--- config.mk ---
export PLATFORM = sky130hd
export DESIGN_NAME = board_streamer
export DESIGN_NICKNAME = d
export VERILOG_FILES = /design/src/rtl/board_streamer.sv
export SDC_FILE = /design/constraint.sdc
export NUM_CORES = 1
export LEC_CHECK = 0
export ABC_AREA = 1
export ABC_CLOCK_PERIOD_IN_PS = 5780
export BUFFER_PORTS_ARGS = -buffer_cell sky130_fd_sc_hd__buf_2
export CAP_MARGIN = 20
export CORE_ASPECT_RATIO = 1.75
export CORE_UTILIZATION = 40
export CTS_CLUSTER_SIZE = 30
export DETAILED_ROUTE_END_ITERATION = 7
export HOLD_SLACK_MARGIN = 0.05
export PLACE_DENSITY = 0.57
export SYNTH_ARGS = -nofsm -noshare
export SYNTH_HDL_FRONTEND = slang
export SYNTH_SLANG_ARGS = --single-unit
--- constraint.sdc ---
create_clock -name clk -period 5.78 [get_ports clk]
set_clock_uncertainty 0.2 [all_clocks]
set_input_delay 1.734 -clock clk [delete_from_list [all_inputs] [get_ports clk]]
set_output_delay 1.734 -clock clk [all_outputs]
set_load 0.05 [all_outputs]
--- src/rtl/board_streamer.sv ---
// Transmit side of the cell-stream protocol: holds a 9x9 board, streams it
// row-major to the board checker, then latches the checker's verdict or a timeout.
module board_streamer #(
   parameter int unsigned TIMEOUT = 15
) (
   input  logic        clk,
   input  logic        reset,
   input  logic        clear,
   input  logic        wr_en,
   input  logic [6:0]  wr_addr,
   input  logic [3:0]  wr_digit,
   input  logic        go,
   output logic        busy,
   output logic        tx_start,
   output logic [10:0] tx_data,
   input  logic        rx_done,
   input  logic        rx_valid,
   output logic        result_strobe,
   output logic        result_ok,
   output logic        result_timeout,
   output logic [1:0]  dbg_state_o
);

   // Handshake: tx_start qualifies tx_data with no back-pressure (one cell per
   // cycle); rx_valid is meaningful only in a cycle where rx_done is high.
   typedef enum logic [1:0] {
      S_IDLE = 2'd0,
      S_SEND = 2'd1,
      S_WAIT = 2'd2
   } state_e;

   state_e      state_q;
   logic [6:0]  idx_q, idx_d;
   logic [7:0]  tcnt_q, tcnt_d;
   logic        busy_q, tx_start_q, strobe_q, ok_q, timeout_q;
   logic [3:0]  cells_q [81];
   logic        idle;

   assign idle   = (state_q == S_IDLE);
   assign idx_d  = idx_q + 7'd1;
   assign tcnt_d = tcnt_q + 8'd1;

   function automatic logic [10:0] enc(input logic [3:0] d);
      logic [10:0] e;
      if (d >= 4'd1 && d <= 4'd9) e = {1'b0, 10'(10'd1 << d)};
      else                        e = 11'h400;
      return e;
   endfunction

   always_ff @(posedge clk) begin
      if (reset || (idle && clear)) begin
         for (int i = 0; i < 81; i++) cells_q[i] <= 4'd0;
      end else if (idle && wr_en && wr_addr <= 7'd80) begin
         cells_q[wr_addr] <= wr_digit;
      end
   end

   always_ff @(posedge clk) begin
      if (reset) begin
         state_q    <= S_IDLE;
         idx_q      <= 7'd0;
         tcnt_q     <= 8'd0;
         busy_q     <= 1'b0;
         tx_start_q <= 1'b0;
         strobe_q   <= 1'b0;
         ok_q       <= 1'b0;
         timeout_q  <= 1'b0;
      end else begin
         strobe_q <= 1'b0;
         case (state_q)
            S_IDLE: begin
               if (go) begin
                  state_q    <= S_SEND;
                  idx_q      <= 7'd0;
                  busy_q     <= 1'b1;
                  tx_start_q <= 1'b1;
               end
            end
            S_SEND: begin
               if (idx_q == 7'd80) begin
                  state_q    <= S_WAIT;
                  tcnt_q     <= 8'd0;
                  tx_start_q <= 1'b0;
               end else begin
                  idx_q <= idx_d;
               end
            end
            S_WAIT: begin
               if (rx_done) begin
                  state_q   <= S_IDLE;
                  busy_q    <= 1'b0;
                  strobe_q  <= 1'b1;
                  ok_q      <= rx_valid;
                  timeout_q <= 1'b0;
               end else if (tcnt_q == 8'(TIMEOUT - 1)) begin
                  state_q   <= S_IDLE;
                  busy_q    <= 1'b0;
                  strobe_q  <= 1'b1;
                  ok_q      <= 1'b0;
                  timeout_q <= 1'b1;
               end else begin
                  tcnt_q <= tcnt_d;
               end
            end
            default: begin
               state_q    <= S_IDLE;
               busy_q     <= 1'b0;
               tx_start_q <= 1'b0;
            end
         endcase
      end
   end

   // Storage is read combinationally so a write taken with go is what streams.
   assign tx_data        = tx_start_q ? enc(cells_q[idx_q]) : 11'h000;
   assign tx_start       = tx_start_q;
   assign busy           = busy_q;
   assign result_strobe  = strobe_q;
   assign result_ok      = ok_q;
   assign result_timeout = timeout_q;
   assign dbg_state_o    = state_q;

endmodule

---- After elaboration in Yosys (flattened, before gate mapping) ----
Memories as Yosys holds them, arrays and structs flattened. A register that Yosys moved wholly into a read port is not among the register bits.
Index checks and enable logic that the tools add are counted.
W data, S select, Z words.
storage, ports and cells
  register bits ........................... 22
  bits in writable memories ............... 324
  output and inout port bits .............. 18
  memories ................................ 1
memories
  name     depth  bits a word  rd ports  clocked after Yosys merged registers in  write ports  RTL line  RTL
  cells_q  81     4            1         1                                        81           36        logic [3:0] cells_q [81];
operators by class
  add/sub/neg operators ................... 2
  magnitude comparators ................... 3
  eq/ne operators ......................... 10
  shifts and indexed selects .............. 1
  muxes and demuxes ....................... 35
  bitwise operators ....................... 2
  reduce and logical (&&, ||, !) cells .... 17
operator list
  cell                    count
  $mux W7                 5
  $mux W8                 3
  $mux W11                2
  $pmux W8 S2             1
  $mux W1                 15
  $pmux W7 S2             1
  $reduce_and A3 Y1       4
  $ne A2 B2 Y1 const B    5
  $shl A1 B4 Y10 const A  1
  $add A8 B1 Y8 const B   1
  $eq A8 B4 Y1 const B    1
  $mux W2                 4
  $add A7 B1 Y7 const B   1
  $eq A7 B7 Y1 const B    1
  $le A7 B7 Y1 const B    1
  $pmux W1 S3             2
  $pmux W2 S3             1
  $reduce_bool A2 Y1      3
  $ge A4 B1 Y1 const B    1
  $le A4 B4 Y1 const B    1
  $logic_and A1 B1 Y1     4
  $mux W4                 1
  $reduce_and A4 Y1       1
  $reduce_or A4 Y1        1
  other kinds (8)         9

---- Logic depth before layout (Yosys ltp) ----
Gate-level depths: netlist of the first run.
  word-level depth ........................ 8
  depth in mapped cells ................... 18

---- Worst setup path before layout of the first run ----
Ideal clock, no wire load.
  kind .................................... reg-to-output
  start point ............................. register (tool-made name)
  end point ............................... output tx_data[5]
  arrival ................................. 2309 ps
  required time ........................... 3846 ps
  setup slack ............................. 1537 ps
  stages on the path, launching flop included .. 16
  buffers on the path ..................... 3
  cell sequence ........................... dfxtp_1 -> buf_2 -> buf_2 -> clkbuf_1 -> nand2_1 -> nand3_1 -> nand3_1 -> nand3_1 -> nand2_1 -> nand2_1 -> nand3_1 -> nand3_1 -> nand2_1 -> inv_1 -> nand3_1 -> nor2_1
RTL lines
  what           RTL line  RTL
  end, declared  15        output logic [10:0] tx_data,

==> results of run 1 <==
[worst register-to-register path, stage by stage, from the launching register on]
cell and delay (ns):
dfxtp_1 0.39, nor2_1 0.13, a21oi_4 0.19, nand3_1 0.13, clkinv_1 0.16, and2_2 0.19
nand2_2 0.10, nor3_4 0.73, nand2_1 0.30, nand2_1 0.26
[layout by cell type (no fill, tap or decap), types with 26 or more instances in the layout]
cell type,count
nand2_1,758
edfxtp_1,512
nand3_1,484
nor2_1,364
conb_1,189
clkbuf_16,51
inv_1,36
buf_2,35
buf_4,27
dfxtp_1,26
[path summary, 6_finish.rpt]
check                           slack, ns                           end  depth (start not counted)                   startpoint
worst min register to register       0.27        tcnt_q[7]$_SDFFE_PP0P_                          2       tcnt_q[7]$_SDFFE_PP0P_
worst max register to register       2.72  cells_q[41][3]$_SDFFCE_PN0P_                          9  dbg_state_o[1]$_SDFFE_PP0P_
worst max-delay path                 0.31                    tx_data[6]                         16                         flop
worst min-delay path                 0.27        tcnt_q[7]$_SDFFE_PP0P_                          2       tcnt_q[7]$_SDFFE_PP0P_
[power breakdown]
| group | switching, mW | internal [mW] |
|---|---|---|
| logic | 0.628 | 0.218 |
| registers | 0.0698 | 4.54 |
| clock network | 1.42 | 1.66 |
[state kept, by name, indices dropped and copies added (netlist names), named ones only]
register and cells:
result_ok 1, tcnt_q 8, result_timeout 1, idx_q 7, dbg_state_o 2, result_strobe 1
cells_q 512, busy 1, tx_start 1
[cell families (layout without fill, tap and decap cells)]
family          Yosys count  after routing  share of synthesized area (%)
xor+xnor                  2              2                         0.0733
flops                   541            541                           66.7
other cells               1            190                         0.0157
buf+inv                 200            206                           3.41
simple gates           1640           1640                           28.8
fa+ha+maj                 4              4                          0.209
compound gates           32             32                          0.785
[layout make-up]
cell class,instances,share of cell area [%]
diodes,1,0.00925
multi-input cells,1867,29.0
flip-flops and latches,541,59.0
clock buffers,67,4.94
well taps,780,3.61
clock inverters,20,0.486
repair buffers,73,2.24
inverters,46,0.671
[routing by layer]
metal  track usage (%)  vias up  part of all wire (%)
li1                  -     8354                     -
met1              22.7     8367                    36
met2              37.8      517                    53
met3              2.17      162                   5.2
met4              12.1        0                   5.8
met5                 0        -                     0
[through the flow]
stage               power (mW)  worst slack [ns]  util [%]  hold slack, ns
global route              8.84            0.0906      45.8           0.296
detailed placement        5.55             0.938      43.3           0.259
global placement          5.53              1.01      43.3           0.253
finish                    8.54             0.307      45.8           0.268
floorplan                 5.25              1.54         -           0.244
CTS                       8.60             0.304      45.8           0.272
==> run metrics, run 1 <==
Sum Neg Setup Slack=0 ns; min cycle time layout=~5.5 ns; CP arrival=between 3 and 4 ns; DRC viols=0; DRT Pass-1 Iters=5; outcome=complete, no violations; total CTS buffers=approximately 50; die width=approximately 190 um; Seq/Total Area, Yosys=between 60% and 70%; Final Instance Area=27100 um^2; Critical Path Most Common Cell=nand3_1; Post-CTS Resized=0; Tightest Hold Check Type=reg2reg; routability cong.=roughly 0.84; CTS tree=built; first-pass GRT wire length=about 96 mm; DR vias/cell=approximately 5.1; CTS Hold Bufs=0; syn avg cell area=9.88 um^2; placed insts=3307; WL per Instance=roughly 18 um; Final Slew Violations=0; IO Count=36; Core Region=roughly 59000 um^2; Die H=around 330 um; ys async rst share=0%; PD cells=around 320 nW/um^2; grt total ovfl=0; Max Cap Violations=0; area of the multi-input gates=7860 um^2; vias in the first global route=17600; Crit. End Element=output pin; Antenna Nets Post-Route=0; htree depth=2; Max VDD drop=0.000243 V; Sequential cell area=around 16000 um^2; Final nets=2600; gr usage total=slightly above 20%; RSZ-0062 raised after global routing=no; CP startpoint kind=flop; slowest CP cell=dfxtp_4; FILL cells=5748; dominant cell type by area after synthesis=edfxtp_1; Post-synth EDFFs=512; Worst path max stage delay=between 0.3 and 0.4 ns; Worst Max-Slew Pin Slew=around 0.9 ns; number of distinct library cells after synthesis=34; non-filler instance count after layout=about 3400; postcts setup bufs=0; Synth top cells by count=758 x nand2_1, 512 x edfxtp_1, 484 x nand3_1; delay-heaviest family, CP=simple AND/OR/NAND/NOR gates; synth top area cells=edfxtp_1 64%, nand2_1 12%, nand3_1 10%, nor2_1 5.7%, dfxtp_1 2.4%; clock buffer depth=3; hpwl dp=~38 mm; post-synthesis instance total=about 2400; die area=60800 um^2; Slew Limit Headroom=a little under two fifths; setup violators final=0; fraction of layout cells with a size suffix above 1=roughly 6%; most common cell in the netlist=nand2_1; largest net degree at the start of global routing=about 130; Synth Register Bits=approximately 540; cell row count=about 120; Area growth syn-to-layout=13.1%; Post-synth top flop=edfxtp_1; Clock Pin Slew Worst Setup and Hold Paths=0.07 ns; CP Data Required Time=approximately 3.9 ns; Placement Cell Area=between 20000 and 30000 um^2; CP Cell Sequence=inv_4 -> buf_12 -> nand3_1 -> nand3_1 -> nand3_1 -> nand3_1 -> o21ai_0 -> buf_4 -> nand2_1 -> nand2_1 -> nand2_1 -> nand2_1 -> inv_1 -> nand3_1 -> nor2_1 -> buf_2; synthesis warning total=0; Vias=17400; I/O Buffers=34; final wirelength=62.0 mm; fmax=~0.18 GHz; Initial Util=40.5%; Hold Vio Cnt, Final=0; period utilization=a little over nine tenths; critical path peak fanout=55; worst-skew pair later-pin latency=approximately 0.58 ns; CTS sink cnt=541; static leakage=around 11 nW; initial antenna violation count=3; Crit Path Class=reg2out; WP buf/inv=5; synthesized area=between 20000 and 25000 um^2; post-synth top area share=between 60 and 70%; CTS root buf=clkbuf_16; DRT iter0 DRCs=around 1400
No activity file was read; power rests on OpenSTA's default activity.
==> inputs of run 2 (changes only) <==
- ABC_AREA: 1 -> not set
==> run metrics, run 2 <==
number of distinct library cells after synthesis=42 (was 34); Crit Path Class=reg2out (unchanged); largest reg by FF count=cells_q (unchanged); Worst Max-Slew Pin Slew=1.00 ns (was 0.924 ns); initial antenna violation count=0 (was 3); most frequent cells in the layout=512 x edfxtp_1, 341 x nor2_1, 189 x conb_1 (was 758 x nand2_1, 512 x edfxtp_1, 484 x nand3_1); Synth top cells by count=512 x edfxtp_1, 350 x nor2_1, 168 x mux4_2 (was 758 x nand2_1, 512 x edfxtp_1, 484 x nand3_1); IO Count=36 (unchanged); die width=183 um (was 187 um); Antenna Nets Post-Route=0 (unchanged); Final Instance Area=26900 um^2 (was 27100 um^2); I/O Buffers=34 (unchanged); PD cells=305 nW/um^2 (was 315 nW/um^2); die area=58300 um^2 (was 60800 um^2); P_int=6.40 mW (was 6.42 mW); WL per Instance=22.6 um (was 18.3 um); largest net degree at the start of global routing=82 (was 129); Tightest Hold Check Type=reg2reg (unchanged); Post-synth EDFFs=512 (unchanged); antenna cells=0 (was 1); Post-synth top flop=edfxtp_1 (unchanged); FILL cells=4965 (was 5748); grt total ovfl=0 (unchanged); Area growth syn-to-layout=17.2% (was 13.1%); Vias=12700 (was 17400); synth top area cells=edfxtp_1 67%, mux4_2 17%, nor2_1 5.7%, dfxtp_1 2.5%, o21ai_1 1.7% (was edfxtp_1 64%, nand2_1 12%, nand3_1 10%, nor2_1 5.7%, dfxtp_1 2.4%); Comb power frac=7.0% (was 9.9%); CP Data Required Time=3.85 ns (about the same); CP arrival=3.90 ns (was 3.54 ns); DRC viols=0 (unchanged); CP startpoint kind=flop (unchanged); post-synth top area share=67.1% (was 64.3%); most common cell in the netlist=edfxtp_1 (was nand2_1); Final Slew Violations=0 (unchanged); fraction of layout cells with a size suffix above 1=20.8% (was 6.12%); CTS root buf=clkbuf_16 (unchanged); Slew Limit Headroom=32.5% (was 38.2%); Hold Vio Cnt, Final=0 (unchanged); min cycle time layout=5.84 ns (was 5.47 ns); Crit. End Element=output pin (unchanged); Top Registers=cells_q x512, tcnt_q x8, idx_q x7 (unchanged); Flop pwr share=56.1% (was 54.0%); cell row count=115 (was 118); hpwl dp=35.9 mm (was 38.0 mm); dominant cell type by area after synthesis=edfxtp_1 (unchanged); Clock Pin Slew Worst Setup and Hold Paths=0.06 ns (was 0.07 ns); routability cong.=0.797 (was 0.839); htree depth=2 (unchanged); Final nets=1677 (was 2600); ys async rst share=0% (unchanged); setup ws final=-0.0577 ns (was 0.307 ns); worst-skew pair later-pin latency=0.59 ns (was 0.58 ns); Initial Util=40.7% (was 40.5%); period utilization=101% (was 94.7%); synthesis warning total=0 (unchanged); Seq/Total Area, Yosys=69.6% (was 66.7%); max reg flops=512 (unchanged); post-synthesis instance total=1420 (was 2420); critical path peak fanout=5 (was 55); DRT Pass-1 Iters=5 (unchanged); clock buffer depth=3 (unchanged); outcome=complete, but fails checks (was complete, no violations); syn avg cell area=16.1 um^2 (was 9.88 um^2); failing checks=setup timing; first-pass GRT wire length=82.7 mm (was 96.0 mm); CTS sink cnt=541 (unchanged); CTS tree=built (unchanged); total CTS buffers=48 (was 49); vias in the first global route=13400 (was 17600); commonest non-fill, non-tap cell in the layout=edfxtp_1 (was nand2_1); static leakage=8.99 nW (was 10.7 nW); fmax=0.171 GHz (was 0.183 GHz); Net Sw Frac=21.8% (was 24.8%); Switch Pwr=1.79 mW (was 2.12 mW); gr usage total=19.5% (was 20.5%); RSZ-0062 raised after global routing=yes (was no); final wirelength=55.4 mm (was 62.0 mm); setup violators final=5 (was 0); Max VDD drop=0.000228 V (was 0.000243 V); DR vias/cell=5.20 (was 5.13); Die H=319 um (was 325 um); hold slack final=0.288 ns (was 0.268 ns); Synth Register Bits=541 (unchanged); DRT iter0 DRCs=913 (was 1351); Placement Cell Area=24800 um^2 (was 25600 um^2); Core Region=56400 um^2 (was 59100 um^2); Clock power frac=36.9% (was 36.1%); Max Cap Violations=0 (unchanged); synthesized area=22900 um^2 (was 23900 um^2)
==> run 2: kinds of logic (layout without fill, tap and decap cells) <==
family	after synthesis	count (layout)	share of synthesized area (%)
AO/OA/AOI/OAI	96	96	2.24
XOR/XNOR	11	11	0.420
adder cells (fa/ha/maj)	4	4	0.218
buffers and inverters	104	187	1.80
flip-flops	541	541	69.6
multiplexers	174	174	16.8
other	1	189	0.0164
AND/OR/NAND/NOR	489	489	8.92
==> run 2: per-layer routing <==
| layer | up-vias | track usage, % | part of all wire (%) |
|---|---|---|---|
| li1 | 5706 | - | - |
| met1 | 6618 | 20.9 | 35 |
| met2 | 309 | 38.7 | 58 |
| met3 | 102 | 2.25 | 3.6 |
| met4 | 0 | 6.69 | 3.0 |
| met5 | - | 0 | 0 |
==> run 2: layout make-up <==
| type | instances | area (um^2) | area share, % |
|---|---|---|---|
| Clock buffer | 73 | 1330 | 4.93 |
| Clock inverter | 13 | 116 | 0.433 |
| Inverter | 5 | 18.8 | 0.0698 |
| Multi-Input combinational cell | 963 | 7370 | 27.4 |
| Sequential cell | 541 | 16000 | 59.4 |
| Tap cell | 760 | 951 | 3.54 |
| Timing Repair Buffer | 96 | 1130 | 4.20 |
==> run 2: power groups by stage <==
stage                     Sequential (mW)  Clock, mW  Combinational [mW]
after floorplan                      4.65          0               0.343
after global placement               4.67          0               0.515
after detailed placement             4.68          0               0.520
after CTS                            4.60       3.10               0.571
after global routing                 4.62       3.21               0.610
final                                4.60       3.02               0.572
==> run 2: worst paths after layout <==
check	from	to	slack (ns)	cells after the start
max reg2reg	dbg_state_o[0]$_SDFFE_PP0P_	cells_q[13][0]$_SDFFCE_PN0P_	2.35	7
min	result_ok$_SDFFE_PP0P_	result_ok$_SDFFE_PP0P_	0.29	2
max	flop	tx_data[5]	-0.06	10
min reg2reg	result_ok$_SDFFE_PP0P_	result_ok$_SDFFE_PP0P_	0.29	2
==> run 2: stage by stage <==
step	power [mW]	std cells	worst slack (ns)	setup TNS [ns]	utilization, %
after floorplan	5.00	1608	0.288	0	-
after global placement	5.19	2344	0.291	0	44.0
after detailed placement	5.21	2344	0.327	0	44.0
after CTS	8.27	2450	-0.0602	-0.368	47.5
after global routing	8.44	2451	-0.137	-1.01	47.6
final	8.19	2451	-0.0577	-0.172	47.6
==> run 2: critical path: stages, from the launching register on <==
cell and delay, ns:
dfxtp_4 0.37, buf_12 0.14, buf_12 0.13, buf_16 0.14, mux4_2 0.52, mux4_2 0.54
mux4_2 0.52, mux2i_2 0.20, or3b_4 0.45, nor2_2 0.12, buf_6 0.17
==> run 2: what timing repair did <==
action,CTS,global route
setup buffers,11,0
setup endpoints to repair,10,10
hold buffers,0,0
cloned,9,1
pin swaps,4,2
resized for setup,51,15
